**config.mk**
```make
export PLATFORM = sky130hd
export DESIGN_NAME = seeded_sqrt
export DESIGN_NICKNAME = d
export VERILOG_FILES = /design/src/rtl/seeded_sqrt.sv
export SDC_FILE = /design/constraint.sdc
export NUM_CORES = 1
export LEC_CHECK = 0
export ABC_AREA = 1
export BUFFER_PORTS_ARGS = -buffer_cell sky130_fd_sc_hd__buf_2
export CAP_MARGIN = 20
export CORE_ASPECT_RATIO = 0.7
export CORE_UTILIZATION = 45
export CTS_CLUSTER_DIAMETER = 40
export CTS_CLUSTER_SIZE = 12
export DETAILED_ROUTE_END_ITERATION = 6
export GPL_TIMING_DRIVEN = 0
export PLACE_DENSITY = 0.66
export SLEW_MARGIN = 0
export SYNTH_ARGS = -nofsm -noshare
export SYNTH_HDL_FRONTEND = slang
export SYNTH_SLANG_ARGS = --single-unit
```
**constraint.sdc**
```tcl
create_clock -name clk -period 7.1 [get_ports clk]
set_clock_uncertainty 0.2 [all_clocks]
set_input_delay 0 -clock clk [delete_from_list [all_inputs] [get_ports clk]]
set_output_delay 0 -clock clk [all_outputs]
set_load 0.02 [all_outputs]
```
**src/rtl/seeded_sqrt.sv**
```systemverilog
// Seeded restoring square root of an unsigned Q(WIDTH-FRAC).FRAC operand.
// One result bit per cycle, starting from a bit position derived from the operand's leading-one seed.
module seeded_sqrt #(
  parameter int WIDTH = 12,
  parameter int FRAC  = 4
) (
  input  logic             clk,
  input  logic             rst_,
  input  logic             in_valid,
  input  logic [WIDTH-1:0] fixed_point_vector,
  input  logic [5:0]       location,
  input  logic             location_valid,
  output logic             in_ready,
  output logic [WIDTH-1:0] root,
  output logic             root_valid,
  output logic             busy
);

  localparam int RAD_W  = WIDTH + FRAC;
  localparam int ROOT_W = RAD_W / 2;
  localparam int IDX_W  = (ROOT_W > 1) ? $clog2(ROOT_W) : 1;

  localparam logic [IDX_W-1:0] TOP_BIT    = IDX_W'(ROOT_W - 1);
  localparam logic [IDX_W-1:0] NOSEED_BIT = IDX_W'(FRAC - 1);
  localparam logic [6:0]       TOP_BIT_W  = 7'(ROOT_W - 1);

  typedef enum logic [1:0] {
    S_IDLE = 2'd0,
    S_ITER = 2'd1,
    S_DONE = 2'd2
  } state_e;

  state_e            state_q;
  logic [RAD_W-1:0]  rad_q;
  logic [ROOT_W-1:0] work_q;
  logic [ROOT_W-1:0] work_d;
  logic [ROOT_W-1:0] cand;
  logic [RAD_W-1:0]  cand_sq;
  logic [IDX_W-1:0]  bit_q;
  logic [IDX_W-1:0]  start_bit;
  logic [6:0]        seed_sum;
  logic [WIDTH-1:0]  root_q;
  logic              root_valid_q;
  logic              busy_q;
  logic              in_ready_q;

  // Seed points at the integer root's top bit; shift it into the fractional
  // result frame and clamp so it can never index past the root width.
  assign seed_sum = {1'b0, location} + 7'(FRAC);

  always_comb begin
    // NOTE: every always_comb output gets a default first so no path can infer a latch.
    start_bit = NOSEED_BIT;
    if (location_valid) begin
      start_bit = (seed_sum > TOP_BIT_W) ? TOP_BIT : IDX_W'(seed_sum);
    end
  end

  // Trial bit kept only if the full-width square still fits under the radicand.
  always_comb begin
    cand    = work_q | (ROOT_W'(1) << bit_q);
    cand_sq = RAD_W'(cand) * RAD_W'(cand);
    work_d  = (cand_sq <= rad_q) ? cand : work_q;
  end

  // NOTE: sequential state uses non-blocking assignments so every flop samples pre-edge values.
  always_ff @(posedge clk or negedge rst_) begin
    if (!rst_) begin
      state_q      <= S_IDLE;
      rad_q        <= '0;
      work_q       <= '0;
      bit_q        <= '0;
      root_q       <= '0;
      root_valid_q <= 1'b0;
      busy_q       <= 1'b0;
      in_ready_q   <= 1'b1;
    end else begin
      root_valid_q <= 1'b0;
      case (state_q)
        S_IDLE: begin
          if (in_valid) begin
            rad_q      <= {fixed_point_vector, {FRAC{1'b0}}};
            work_q     <= '0;
            bit_q      <= start_bit;
            state_q    <= S_ITER;
            busy_q     <= 1'b1;
            in_ready_q <= 1'b0;
          end
        end
        S_ITER: begin
          work_q <= work_d;
          if (bit_q == '0) begin
            root_q       <= WIDTH'(work_d);
            root_valid_q <= 1'b1;
            state_q      <= S_DONE;
          end else begin
            bit_q <= bit_q - IDX_W'(1);
          end
        end
        S_DONE: begin
          state_q    <= S_IDLE;
          busy_q     <= 1'b0;
          in_ready_q <= 1'b1;
        end
        default: begin
          state_q    <= S_IDLE;
          busy_q     <= 1'b0;
          in_ready_q <= 1'b1;
        end
      endcase
    end
  end

  assign in_ready   = in_ready_q;
  assign root       = root_q;
  assign root_valid = root_valid_q;
  assign busy       = busy_q;

endmodule

```
**Word level (Yosys, flattened, before mapping)**

Cells that the tools add are included.

- Bits in registers: 36
- Bits in latches: 0
- RAM bits: 0
- Bits in read-only memories: 0
- Bits of input ports: 22
- Output and inout port bits: 15
- Logic and storage cells: 46
- Memories: 0

- $add $sub $neg: 2
- $mul: 1
- Divide/modulo/power cells: 0
- $lt $le $gt $ge: 2
- Eq/ne operators: 4
- Shift operators: 1
- Muxes and demuxes: 17
- Bitwise operators: 2
- Reductions and logical operators: 9

Operators with widths:

| kind | number |
|---|---|
| $le 16x16->1 | 1 |
| $mul 8x8->16 | 1 |
| $mux 8 | 2 |
| $pmux 8 s2 | 1 |
| $mux 3 | 4 |
| $reduce_and 2->1 | 5 |
| $or 8x8->8 | 1 |
| $shl 1x3->8 const A | 1 |
| $add 6x3->7 const B | 1 |
| $gt 7x3->1 const B | 1 |
| $ne 2x2->1 const B | 3 |
| $pmux 3 s2 | 1 |
| $mux 1 | 4 |
| $mux 2 | 2 |
| $pmux 1 s2 | 2 |
| $pmux 2 s2 | 1 |
| $logic_not 3->1 | 1 |
| $reduce_and 3->1 | 1 |
| $sub 3x1->3 const B | 1 |
| $eq 2x1->1 const B | 1 |
| $logic_not 2->1 | 1 |
| $reduce_bool 2->1 | 1 |
| $not 1->1 | 1 |

**Longest topological paths before layout**

- Depth after elaboration: 6
- Depth in mapped cells: 32
- Mapped depth without buffers: 31

**Least setup slack after synthesis**

OpenSTA, ideal clock, no wires.

- Path kind: register to register
- Start: register bit_q[0]
- End: register root_q[6], in the netlist root[6]
- Arrival: 5.385 ns
- Data required time: 6.781 ns
- Path slack: 1.397 ns
- Stages on the path, launching flop included: 29
- Buffers on the path: 0
- Clock period less this slack: 5.703 ns
- Cell sequence: dfrtp_1 -> inv_1 -> ha_1 -> a21oi_1 -> clkinv_1 -> nand2_1 -> inv_1 -> fa_1 -> fa_1 -> inv_1 -> fa_1 -> fa_1 -> inv_1 -> ha_1 -> a21oi_1 -> o21ai_0 -> nand2_1 -> nand3_1 -> xor2_1 -> ha_1 -> nand2_1 -> inv_1 -> nand2_1 -> nor2_1 -> nand2_1 -> nand3_1 -> nand3_1 -> nand3_1 -> nand2_1

- Word-level cells in the longest chain between the ends: 5
- Elaborated cells on any way between the ends: 7
- Those cells by class: mul (1); order compare (1); shift (1); mux (1); bitwise (1); reduce/logical (2)

Ends and longest elaborated chain:

| item | line | source |
|---|---|---|
| start: declaration | 39 | `logic [IDX_W-1:0] bit_q;` |
| start signal: assignment | 84 | `bit_q <= start_bit;` |
| start signal: assignment | 97 | `bit_q <= bit_q - IDX_W'(1);` |
| $shl 1x3->8 | 61 | `cand = work_q \| (ROOT_W'(1) << bit_q);` |
| $or 8x8->8 | 61 |  |
| $mul 8x8->16 | 62 | `cand_sq = RAD_W'(cand) * RAD_W'(cand);` |
| $le 16x16->1 | 63 | `work_d = (cand_sq <= rad_q) ? cand : work_q;` |
| $mux 8 | 63 |  |
| end signal: assignment | 93 | `root_q <= WIDTH'(work_d);` |
| end: declaration | 42 | `logic [WIDTH-1:0] root_q;` |

Parallel ways exist; a longest one is shown, timed or not.
A chain may end at the register's enable or synchronous reset.

**Worst setup path after layout**

- Start: register bit_q[0]
- End: register work_q[0]

- Word-level cells in the longest chain between the ends: 6

Ends and longest elaborated chain:

| item | line | source |
|---|---|---|
| $shl 1x3->8 * | 61 |  |
| $or 8x8->8 * | 61 |  |
| $mul 8x8->16 | 62 |  |
| $le 16x16->1 | 63 |  |
| $mux 8 * | 63 |  |
| $pmux 8 s2 * | 79 | `case (state_q)` |
| end signal: assignment | 91 | `work_q <= work_d;` |
| end: declaration | 35 | `logic [ROOT_W-1:0] work_q;` |

Every way passes the cells marked *; elsewhere a longest branch is shown, timed or not.

==> out/summary.json <==
{
  "outcome": {"value": "finished, violations left"},
  "failed_checks": {"value": "DRC"},
  "synth-warning-count": {"value": 0},
  "fraction_of_the_mapped_netlist_area_in_adder_cells": {"value": 27.4, "unit": "%"},
  "worst_path_dominant_cell_family": {"value": "adder cells"},
  "routed_wire_length_per_instance": {"value": 12.6, "unit": "microns"},
  "timing.final.setup_violations": {"value": 0},
  "post-route-worst-setup-slack": {"value": 448, "unit": "ps"},
  "post-route-drc-count": {"value": 2},
  "timing.final.max_slew_violations": {"value": 0},
  "synth_xor_xnor_area_share": {"value": 2.99, "unit": "%"},
  "critPathCaptureType": {"value": "flop"},
  "antenna_diodes": {"value": 0},
  "synth_cell_type_count": {"value": 39},
  "maxCapViolCount": {"value": 0},
  "finalCriticalPeriod": {"value": 6650, "unit": "ps"},
  "min_path_type": {"value": "input port to asynchronous set/reset pin"},
  "grt_setup_unrepaired": {"value": "no"},
  "clock_insertion_delay_at_the_later_pin_of_the_skew_report": {"value": 280, "unit": "ps"},
  "track_usage": {"value": 21.5, "unit": "%"},
  "synth_area": {"value": 0.00380, "unit": "sq mm"},
  "route.final.wire_length": {"value": 8520, "unit": "microns"},
  "arrival": {"value": 6620, "unit": "ps"},
  "reg2regPathDepth": {"value": 28},
  "ios": {"value": 37},
  "slew-limit-headroom": {"value": 44.7, "unit": "%"},
  "chip_height": {"value": 78.9, "unit": "microns"},
  "synthesis.instances": {"value": 509},
  "vias_in_the_first_global_route": {"value": 3181},
  "sinks_on_the_clock_net": {"value": 36},
  "timing_worst_slew_pin_value": {"value": 829, "unit": "ps"},
  "maxClockFrequency": {"value": 0.150, "unit": "GHz"},
  "crit_path_frequent_cell": {"value": "sky130_fd_sc_hd__nand2_1"},
  "synth_seq_cells": {"value": 36},
  "wire_length_of_the_first_global_routing_pass": {"value": 14900, "unit": "microns"},
  "syn2layout_area_growth": {"value": 17.3, "unit": "%"},
  "antenna_violating_nets_post_route": {"value": 0},
  "dominant_combinational_cell_family_by_area_after_synthesis": {"value": "adder cells"},
  "rows": {"value": 27},
  "synth-compound-area-share": {"value": 9.37, "unit": "%"},
  "timing.critical_path.from_type": {"value": "flop"},
  "biggest_fanout_along_the_worst_timing_path": {"value": 9},
  "root_buffer": {"value": "sky130_fd_sc_hd__clkbuf_16"},
  "largest_net_degree_at_the_start_of_global_routing": {"value": 37},
  "first_pass_iters": {"value": 6},
  "start_util": {"value": 47.3, "unit": "%"},
  "setup.worst_path.class": {"value": "flop to flop"},
  "reg2reg_slack": {"value": 450, "unit": "ps"},
  "cts_buffers": {"value": 5},
  "clkTransAtPathRegs": {"value": 60, "unit": "ps"},
  "port_buffers": {"value": 32},
  "detailed_place_hpwl": {"value": 6550, "unit": "microns"},
  "synth_enable_flop_cells": {"value": 0},
  "synth_mux_area_share": {"value": 0, "unit": "%"},
  "tritoncts": {"value": "yes"},
  "synth_ff_type": {"value": "sky130_fd_sc_hd__dfrtp_1"},
  "cp_num_buf_inv": {"value": 6},
  "hold_viol_final": {"value": 0},
  "detailedRoute.firstIterationViolations": {"value": 150},
  "gr-total-overflow": {"value": 0},
  "place_area": {"value": 0.00410, "unit": "sq mm"},
  "tns": {"value": 0, "unit": "ps"},
  "via_count_of_the_routed_design": {"value": 3262},
  "rr_startpoint": {"value": "bit_q[0]"},
  "cts-resized-gates": {"value": 0},
  "clk_path_buf_depth": {"value": 2},
  "r2r-end": {"value": "work_q[0]"},
  "cp_data_required_time": {"value": 7070, "unit": "ps"},
  "syn_area_per_cell": {"value": 7.48, "unit": "sq um"},
  "final_layout_size_suffix_gt1_share": {"value": 11.7, "unit": "%"},
  "avgViaCountPerCell": {"value": 4.84},
  "htreeDepth": {"value": 2},
  "critical-path-max-stage-delay": {"value": 550, "unit": "ps"},
  "nNetsFinal": {"value": 663},
  "register_area_share_after_synthesis": {"value": 23.7, "unit": "%"},
  "grt_antenna_before_repair": {"value": 0},
  "chipWidth": {"value": 112, "unit": "microns"},
  "synth-simple-area-share": {"value": 24.0, "unit": "%"},
  "synth-async-reset-ratio": {"value": 100, "unit": "%"},
  "dpl_worst_slack": {"value": 484, "unit": "ps"},
  "postLayoutCellArea": {"value": 0.00446, "unit": "sq mm"},
  "num-fill-cells": {"value": 779},
  "gp_routability_congestion": {"value": 0.831},
  "crit_slowest_cell": {"value": "sky130_fd_sc_hd__fa_1"},
  "die_area": {"value": 0.00883, "unit": "sq mm"},
  "core": {"value": 0.00804, "unit": "sq mm"},
  "post-route-period-util": {"value": 93.7, "unit": "%"}
}
synthesized netlist by cell type (5+ instances only):
library cell	n	area (sq um)
sky130_fd_sc_hd__xor2_1	8	70.1
sky130_fd_sc_hd__a21oi_1	26	130
sky130_fd_sc_hd__xnor2_1	5	43.8
sky130_fd_sc_hd__nor2_1	30	113
sky130_fd_sc_hd__nand2_1	134	503
sky130_fd_sc_hd__dfrtp_1	35	876
sky130_fd_sc_hd__o21ai_0	18	90.1
sky130_fd_sc_hd__nand4_1	5	31.3
sky130_fd_sc_hd__nand3_1	25	125
sky130_fd_sc_hd__fa_1	24	480
sky130_fd_sc_hd__ha_1	45	563
sky130_fd_sc_hd__inv_1	105	394
state kept, by name, indices dropped and copies added, names as in the netlist:
| signal | cells |
|---|---|
| bit_q | 3 |
| busy | 1 |
| in_ready | 1 |
| rad_q | 12 |
| root | 8 |
| root_valid | 1 |
| state_q | 2 |
| work_q | 8 |
layout make-up:
type	count	area, sq um	share of cell area, %
buffer	9	60.1	1.35
clock buffer	7	143	3.20
clock inverter	1	7.51	0.168
inverter	109	412	9.22
multi-input combinational	358	2440	54.7
sequential	36	902	20.2
tap	101	126	2.83
timing repair buffer	53	370	8.30
stage by stage:
stage | util [%] | instances | hold slack (ps)
finish | 55.5 | 674 | 157
global route | 55.5 | 674 | 231
CTS | 55.5 | 674 | 174
detailed placement | 51.0 | 645 | -61.6
global placement | 51.0 | 645 | -67.1
floorplan | - | 512 | -496
how the worst max path moves through the flow:
stage	from	depth (start not counted)	slack [ps]	endpoint
6_report	bit_q[0]	28	450	work_q[0]
3_3_place_gp	bit_q[0]	28	530	work_q[0]
3_5_place_dp	bit_q[0]	28	480	work_q[0]
2_1_floorplan	bit_q[0]	28	1400	root[6]
5_1_grt	bit_q[0]	30	8	root[0]
4_1_cts	bit_q[0]	28	450	work_q[0]
cell families after synthesis:
family / count (synthesis)
AOI/OAI and AO/OA: 60
xor gates and xnor gates: 13
DFF: 36
other: 1
buffers and inverters: 118
adders and majority gates: 69
and+or+nand+nor: 212
cell usage in the layout, fill, tap and decap left out, types with 5 or more instances in the layout:
cell type	count
sky130_fd_sc_hd__nand2_1	134
sky130_fd_sc_hd__inv_1	105
sky130_fd_sc_hd__ha_1	45
sky130_fd_sc_hd__buf_2	35
sky130_fd_sc_hd__dfrtp_1	35
sky130_fd_sc_hd__nor2_1	30
sky130_fd_sc_hd__a21oi_1	26
sky130_fd_sc_hd__nand3_1	25
sky130_fd_sc_hd__fa_1	24
sky130_fd_sc_hd__dlygate4sd3_1	21
sky130_fd_sc_hd__o21ai_0	18
sky130_fd_sc_hd__xor2_1	8
sky130_fd_sc_hd__xnor2_1	5
sky130_fd_sc_hd__nand4_1	5
sky130_fd_sc_hd__clkbuf_16	5
what timing repair did:
| item | 4_1_cts | 5_1_grt |
|---|---|---|
| hold buffers | 21 | 0 |
| hold endpoints to repair | 57 | 0 |
| buffers inserted | 0 | 0 |
routing by layer:
metal / global-route usage, % / part of all wire, % / up-vias
met3: 3.66 / 4.7 / 4
met4: 3.65 / 0.62 / 0
li1: - / - / 1691
met1: 30.4 / 50 / 1500
met2: 35.2 / 45 / 67
met5: 0 / 0 / -
Power is left out: the tool's default activity adds up to more than one toggle a clock period on the data nets, which glitch-free logic cannot reach.
